<file path="src/rtl/kernel_cpu_cpu_nios2_oci_dct_packer.sv">
// -----------------------------------------------------------------------------
// kernel_cpu_cpu_nios2_oci_dct_packer
//
// Packs 2-bit debug-control trace (DCT) atoms into 30-bit words of up to 15
// atoms each. Completed words go to the trace FIFO over valid/ready.
//
// Ports:
//   clk, reset        : CPU clock, synchronous active-high reset
//   trace_en          : capture enable; atoms are ignored while low
//   atom_valid, atom  : incoming trace atom (no backpressure)
//   flush             : single-cycle request to emit the partial word
//   out_valid/ready   : output handshake towards the trace FIFO
//   out_data          : packed atoms, slot i in bits [2i+1:2i]
//   out_count         : number of valid atoms in out_data (1..15)
//   dct_buffer/count  : live accumulator, exported for simulation monitoring
//   overflow          : sticky flag, an atom was dropped
//   overflow_clr      : clears overflow (a same-cycle drop wins)
// -----------------------------------------------------------------------------
module kernel_cpu_cpu_nios2_oci_dct_packer #(
    parameter int ATOM_W = 2,
    parameter int SLOTS  = 15,
    parameter int CNT_W  = 4
) (
    input  logic                      clk,
    input  logic                      reset,
    input  logic                      trace_en,
    input  logic                      atom_valid,
    input  logic [ATOM_W-1:0]         atom,
    input  logic                      flush,
    output logic                      out_valid,
    input  logic                      out_ready,
    output logic [ATOM_W*SLOTS-1:0]   out_data,
    output logic [CNT_W-1:0]          out_count,
    output logic [ATOM_W*SLOTS-1:0]   dct_buffer,
    output logic [CNT_W-1:0]          dct_count,
    output logic                      overflow,
    input  logic                      overflow_clr
);

    localparam int                 WORD_W = ATOM_W * SLOTS;
    localparam logic [CNT_W-1:0]   FULL   = CNT_W'(SLOTS);

    logic [WORD_W-1:0] dct_buffer_q, dct_buffer_d;
    logic [CNT_W-1:0]  dct_count_q,  dct_count_d;
    logic              out_valid_q,  out_valid_d;
    logic [WORD_W-1:0] out_data_q,   out_data_d;
    logic [CNT_W-1:0]  out_count_q,  out_count_d;
    logic              overflow_q,   overflow_d;
    logic              flush_pend_q, flush_pend_d;

    logic              accept_s;
    logic              full_s;
    logic              drop_s;
    logic [WORD_W-1:0] m_buf_s;
    logic [CNT_W-1:0]  m_cnt_s;
    logic              emit_req_s;
    logic              slot_free_s;

    // Merge the incoming atom, decide whether a word is emitted, and compute next state.
    always_comb begin
        dct_buffer_d = dct_buffer_q;
        dct_count_d  = dct_count_q;
        out_valid_d  = out_valid_q;
        out_data_d   = out_data_q;
        out_count_d  = out_count_q;
        overflow_d   = overflow_q;
        flush_pend_d = flush_pend_q;

        accept_s = trace_en & atom_valid;
        full_s   = (dct_count_q == FULL);
        drop_s   = accept_s & full_s;

        m_buf_s = dct_buffer_q;
        m_cnt_s = dct_count_q;
        if (accept_s & ~full_s) begin
            // Slot index is the current count; it never wraps because a full
            // accumulator drops instead of merging.
            for (int i = 0; i < SLOTS; i++) begin
                if (dct_count_q == CNT_W'(i)) begin
                    m_buf_s[i*ATOM_W +: ATOM_W] = atom;
                end else begin
                    m_buf_s[i*ATOM_W +: ATOM_W] = dct_buffer_q[i*ATOM_W +: ATOM_W];
                end
            end
            m_cnt_s = dct_count_q + CNT_W'(1);
        end else begin
            m_buf_s = dct_buffer_q;
            m_cnt_s = dct_count_q;
        end

        // A flush against an empty accumulator is a no-op.
        emit_req_s  = (m_cnt_s == FULL) |
                      ((flush | flush_pend_q) & (m_cnt_s != {CNT_W{1'b0}}));
        slot_free_s = ~out_valid_q | out_ready;

        if (emit_req_s & slot_free_s) begin
            out_data_d   = m_buf_s;
            out_count_d  = m_cnt_s;
            out_valid_d  = 1'b1;
            dct_buffer_d = {WORD_W{1'b0}};
            dct_count_d  = {CNT_W{1'b0}};
            flush_pend_d = 1'b0;
        end else begin
            dct_buffer_d = m_buf_s;
            dct_count_d  = m_cnt_s;
            out_valid_d  = out_valid_q & ~out_ready;
            // Remember a flush that could not be served; retried every cycle.
            flush_pend_d = flush_pend_q | (flush & emit_req_s);
        end

        if (drop_s) begin
            overflow_d = 1'b1;
        end else if (overflow_clr) begin
            overflow_d = 1'b0;
        end else begin
            overflow_d = overflow_q;
        end
    end

    // State registers with synchronous reset; a held or partial word is discarded.
    always_ff @(posedge clk) begin
        if (reset) begin
            dct_buffer_q <= {WORD_W{1'b0}};
            dct_count_q  <= {CNT_W{1'b0}};
            out_valid_q  <= 1'b0;
            out_data_q   <= {WORD_W{1'b0}};
            out_count_q  <= {CNT_W{1'b0}};
            overflow_q   <= 1'b0;
            flush_pend_q <= 1'b0;
        end else begin
            dct_buffer_q <= dct_buffer_d;
            dct_count_q  <= dct_count_d;
            out_valid_q  <= out_valid_d;
            out_data_q   <= out_data_d;
            out_count_q  <= out_count_d;
            overflow_q   <= overflow_d;
            flush_pend_q <= flush_pend_d;
        end
    end

    assign dct_buffer = dct_buffer_q;
    assign dct_count  = dct_count_q;
    assign out_valid  = out_valid_q;
    assign out_data   = out_data_q;
    assign out_count  = out_count_q;
    assign overflow   = overflow_q;

endmodule

</file>
<file path="config.mk">
export PLATFORM = sky130hd
export DESIGN_NAME = kernel_cpu_cpu_nios2_oci_dct_packer
export DESIGN_NICKNAME = d
export VERILOG_FILES = /design/src/rtl/kernel_cpu_cpu_nios2_oci_dct_packer.sv
export SDC_FILE = /design/constraint.sdc
export NUM_CORES = 1
export LEC_CHECK = 0
export CORE_ASPECT_RATIO = 0.6
export CORE_MARGIN = 2
export CORE_UTILIZATION = 44
export CTS_BUF_LIST = sky130_fd_sc_hd__clkbuf_16
export DETAILED_ROUTE_END_ITERATION = 8
export PLACE_DENSITY = 0.75
export SLEW_MARGIN = 5
export SYNTH_ARGS = -nofsm -noshare
export SYNTH_HDL_FRONTEND = slang
export SYNTH_SLANG_ARGS = --single-unit
</file>
<file path="constraint.sdc">
create_clock -name clk -period 2.01 [get_ports clk]
set_input_delay 0.402 -clock clk [delete_from_list [all_inputs] [get_ports clk]]
set_output_delay 0.402 -clock clk [all_outputs]
set_load 0.02 [all_outputs]
</file>
==> PnR_summary.wiki <==
{| class="wikitable"
! Metric !! Value
|-
| Number of hold buffers added after CTS || 0
|-
| Run status || finished, violations left
|-
| Post-synthesis share of cell area spent on full adders, half adders and majority gates || 1.577%
|-
| Clock sink count || 71
|-
| Core area || 6820 µm²
|-
| Most common cell after layout, fill and taps aside || sky130_fd_sc_hd__clkdlybuf4s50_1
|-
| Via count of the first global-routing pass || 2700
|-
| Fraction of the mapped netlist area in compound gates || 9.145%
|-
| Final WS setup || -0.02283 ns
|-
| Violated checks || setup timing
|-
| Area of the die || 7932 µm²
|-
| Worst-case hold path end point || out_data[4]
|-
| Final std cells w/o fill || 537
|-
| Syn_area_per_cell || 9.122 µm²
|-
| Reg2Reg Setup Slack || -0.02 ns
|-
| DR vias || 2772
|-
| Die X-Extent || 113.7 µm
|-
| All-layer global routing usage || 23.32%
|-
| Final max-slew violation count || 0
|-
| Filler Cells Inserted || 539
|-
| Post-synthesis simple-gate area fraction || 25.62%
|-
| Sort of element at the end of the critical path || register
|-
| Routed wire per std cell || 16.33 µm
|-
| Number of detailed-routing iterations run before antenna repair || 4
|-
| Max-slew headroom at the worst pin || 65.69%
|-
| Count of nets after finishing || 460
|-
| Fin. Hold Viols || 0
|-
| Syn Std Cell Area || 3174 µm²
|-
| Maximum number of pins on one net before global-route repair || 39
|-
| Insertion delay to the later sink of the worst-skew pair || 0.33 ns
|-
| Minimum clock period || 2.033 ns
|-
| Final design utilization || 68.04%
|-
| Number of cells produced by synthesis || 348
|-
| Final Cycle Share || 101.1%
|-
| Max Clock Skew || 0.005082 ns
|-
| Leading cell types in the layout, fill and taps excluded || 75 x sky130_fd_sc_hd__clkdlybuf4s50_1, 67 x sky130_fd_sc_hd__dfxtp_1, 42 x sky130_fd_sc_hd__mux2i_1
|-
| Required time at the endpoint of the critical path || 2.26 ns
|-
| FF+latch count, synth || 71
|-
| Area contributors post-synth || sky130_fd_sc_hd__dfxtp_1 45%, sky130_fd_sc_hd__mux2i_1 14%, sky130_fd_sc_hd__nand2b_1 7.1%
|-
| Power density over the cells || 683.4 nW/µm²
|-
| Number of buffers inserted during clock tree synthesis || 9
|-
| Starting Density || 46.54%
|-
| # H-tree levels || 3
|-
| Synth-to-Final Area Change || 46.20%
|-
| Area occupied by multi-input gates || 1697 µm²
|-
| Initial drt markers || 173
|-
| Initial antenna violation count || 0
|-
| Xor and xnor fraction of the mapped netlist area || 0.2759%
|-
| Slew @ Worst Pin || 0.5147 ns
|-
| Synthesized net count || 361
|-
| Hold_sp || out_data[4]
|-
| Cell count of the worst hold path || 2
|-
| Post-placement cell count || 513
|-
| Vias per cell || 5.162
|-
| Sequential area share after synthesis || 44.78%
|-
| Placed wire-length estimate || 5838 µm
|-
| RR Endpoint || out_data[23]
|-
| CTS tree || yes
|-
| Row cnt || 23
|-
| Worst reg2reg path depth || 8
|-
| Number of synthesized flops with an enable pin || 0
|-
| Reg area || 1431 µm²
|-
| Category of the worst setup path launch point || register
|-
| Max Buffers Root-to-Sink || 2
|-
| # DRC || 0
|-
| Overflow after GRT || 0
|-
| Max-cap violations || 0
|-
| Area share of the leading cell type in the synthesized netlist || 44.78%
|-
| Combinational family with the most area after synthesis || simple AND/OR/NAND/NOR gates
|-
| Ant. Diodes || 0
|-
| Arr. time, crit path || 2.29 ns
|-
| Peak ir drop on the vdd network || 0.0003958 V
|-
| Num ports || 79
|-
| Most common flop cell mapped by yosys || sky130_fd_sc_hd__dfxtp_1
|-
| Final Wtd Congestion || 0.8860
|-
| Post-synthesis mux area share || 13.87%
|-
| Leakage power of the design || 1.929 nW
|-
| Worst-path fanout max || 8
|-
| Worst hold path type || reg2reg
|-
| Category of the most critical setup path || reg2reg
|-
| Setup repair after global routing missed its margin || yes
|-
| Distinct cell type count of the synthesized netlist || 37
|-
| Die Height || 69.79 µm
|-
| Detail Route Antenna Nets || 0
|-
| Share of flip-flops with an asynchronous set or reset || 0%
|-
| Maximum frequency from static timing analysis || 491.9 MHz
|-
| Post-synthesis cell type with the largest combined area || sky130_fd_sc_hd__dfxtp_1
|-
| Count of port buffers added during placement || 78
|-
| Detailed-route wire length || 8767 µm
|-
| Total of warnings raised by yosys || 0
|-
| Clk root buf || sky130_fd_sc_hd__clkbuf_16
|-
| Origin of the critical flop-to-flop path || dct_count[0]
|-
| Clock-pin slew on the worst setup and hold paths || 0.05 ns
|-
| First-pass GRT wire length || 14170 µm
|-
| Final count of negative-setup-slack endpoints || 2
|-
| Share of cells above drive strength 1 || 16.44%
|}
-- how the worst max path moves through the flow --
stage / startpoint / endpoint / slack [ns] / depth (start not counted)
final: dct_count[0] / out_data[23] / -0.02 / 8
after global routing: dct_count[0] / out_data[4] / -0.1 / 8
after CTS: dct_count[0] / out_data[27] / 0.02 / 8
after detailed placement: trace_en / out_data[20] / -0.43 / 7
after global placement: trace_en / out_data[21] / -0.33 / 7
after floorplan: dct_count[0] / out_count[0] / 0.008 / 7
-- cell families after synthesis --
kind of cell               Yosys count
AOI/OAI and AO/OA                   37
xor gates and xnor gates             1
adders and majority gates            4
buffers and inverters               30
DFF                                 71
muxes                               44
and+or+nand+nor                    161
-- power breakdown --
group          total [mW]  switching [mW]  leakage (nW)  internal, mW
Sequential           1.43          0.0119         0.575          1.42
Clock                1.36           0.558         0.135         0.801
Combinational       0.382           0.197          1.22         0.185
Total                3.17           0.766          1.93          2.41
-- final cells by class --
| cell class | count | share of cell area (%) |
|---|---|---|
| clock inverter | 5 | 0.4583 |
| tap | 87 | 2.346 |
| multi-input combinational | 247 | 36.56 |
| sequential | 71 | 30.84 |
| clock buffer | 9 | 4.853 |
| inverter | 3 | 0.2966 |
| timing repair buffer | 115 | 24.64 |
-- metal layers --
layer  GRT usage, %  part of all wire (%)  wire (µm)  up-vias
met3          7.780                   7.5        655        9
li1               -                     -          -     1364
met5              0                     0          0        -
met2          34.86                    44       3853       85
met4          7.317                  0.87         76        0
met1          31.79                    48       4182     1314
-- Yosys cell counts, types with 2 or more instances --
cell type                  instances
sky130_fd_sc_hd__clkbuf_1         16
sky130_fd_sc_hd__nand3_1          22
sky130_fd_sc_hd__or2_2             5
sky130_fd_sc_hd__or2_1             6
sky130_fd_sc_hd__a21oi_1           4
sky130_fd_sc_hd__ha_1              4
sky130_fd_sc_hd__buf_4             2
sky130_fd_sc_hd__inv_1             3
sky130_fd_sc_hd__buf_6             3
sky130_fd_sc_hd__nand3_2           2
sky130_fd_sc_hd__and4b_1           2
sky130_fd_sc_hd__nand2_1          34
sky130_fd_sc_hd__mux2i_1          44
sky130_fd_sc_hd__buf_2             6
sky130_fd_sc_hd__nor3_1            6
sky130_fd_sc_hd__o21ai_0           2
sky130_fd_sc_hd__nor4bb_1          2
sky130_fd_sc_hd__a21o_1           20
sky130_fd_sc_hd__nor2_1           42
sky130_fd_sc_hd__nand2b_1         36
sky130_fd_sc_hd__dfxtp_1          71
-- worst max-delay path: stages (launching register included) --
cell and delay [ns]:
sky130_fd_sc_hd__dfxtp_4 0.40, sky130_fd_sc_hd__ha_4 0.18, sky130_fd_sc_hd__nand3_4 0.10, sky130_fd_sc_hd__nor4bb_1 0.17, sky130_fd_sc_hd__o211a_1 0.27, sky130_fd_sc_hd__o31ai_4 0.29
sky130_fd_sc_hd__buf_6 0.17, sky130_fd_sc_hd__buf_8 0.15, sky130_fd_sc_hd__mux2i_2 0.22
-- what timing repair did --
| action | CTS | global route |
|---|---|---|
| setup buffers | 6 | 2 |
| endpoints found under the setup margin | 67 | 34 |
| cloned | 2 | 0 |
| gates resized for setup | 15 | 5 |
| pin swaps | 5 | 1 |
-- sequential cells by signal, summed over array words and instances, names as in the netlist --
register	flops
dct_count	4
out_count	4
dct_buffer	30
out_valid	1
flush_pend_q	1
overflow	1
out_data	30
-- through the flow --
stage	TNS (ns)	setup WS (ns)	cell area, µm²	hold WS (ns)	power [mW]
floorplan	0	0.007865	3209	0.5065	1.657
global placement	-21.34	-0.3317	4195	0.4647	1.769
detailed placement	-26.24	-0.4289	4195	0.4673	1.773
CTS	0	0.01545	4598	0.4766	3.181
global route	-1.488	-0.09705	4641	0.5040	3.277
finish	-0.02503	-0.02283	4641	0.4735	3.172
No activity file was read; power rests on OpenSTA's default activity.
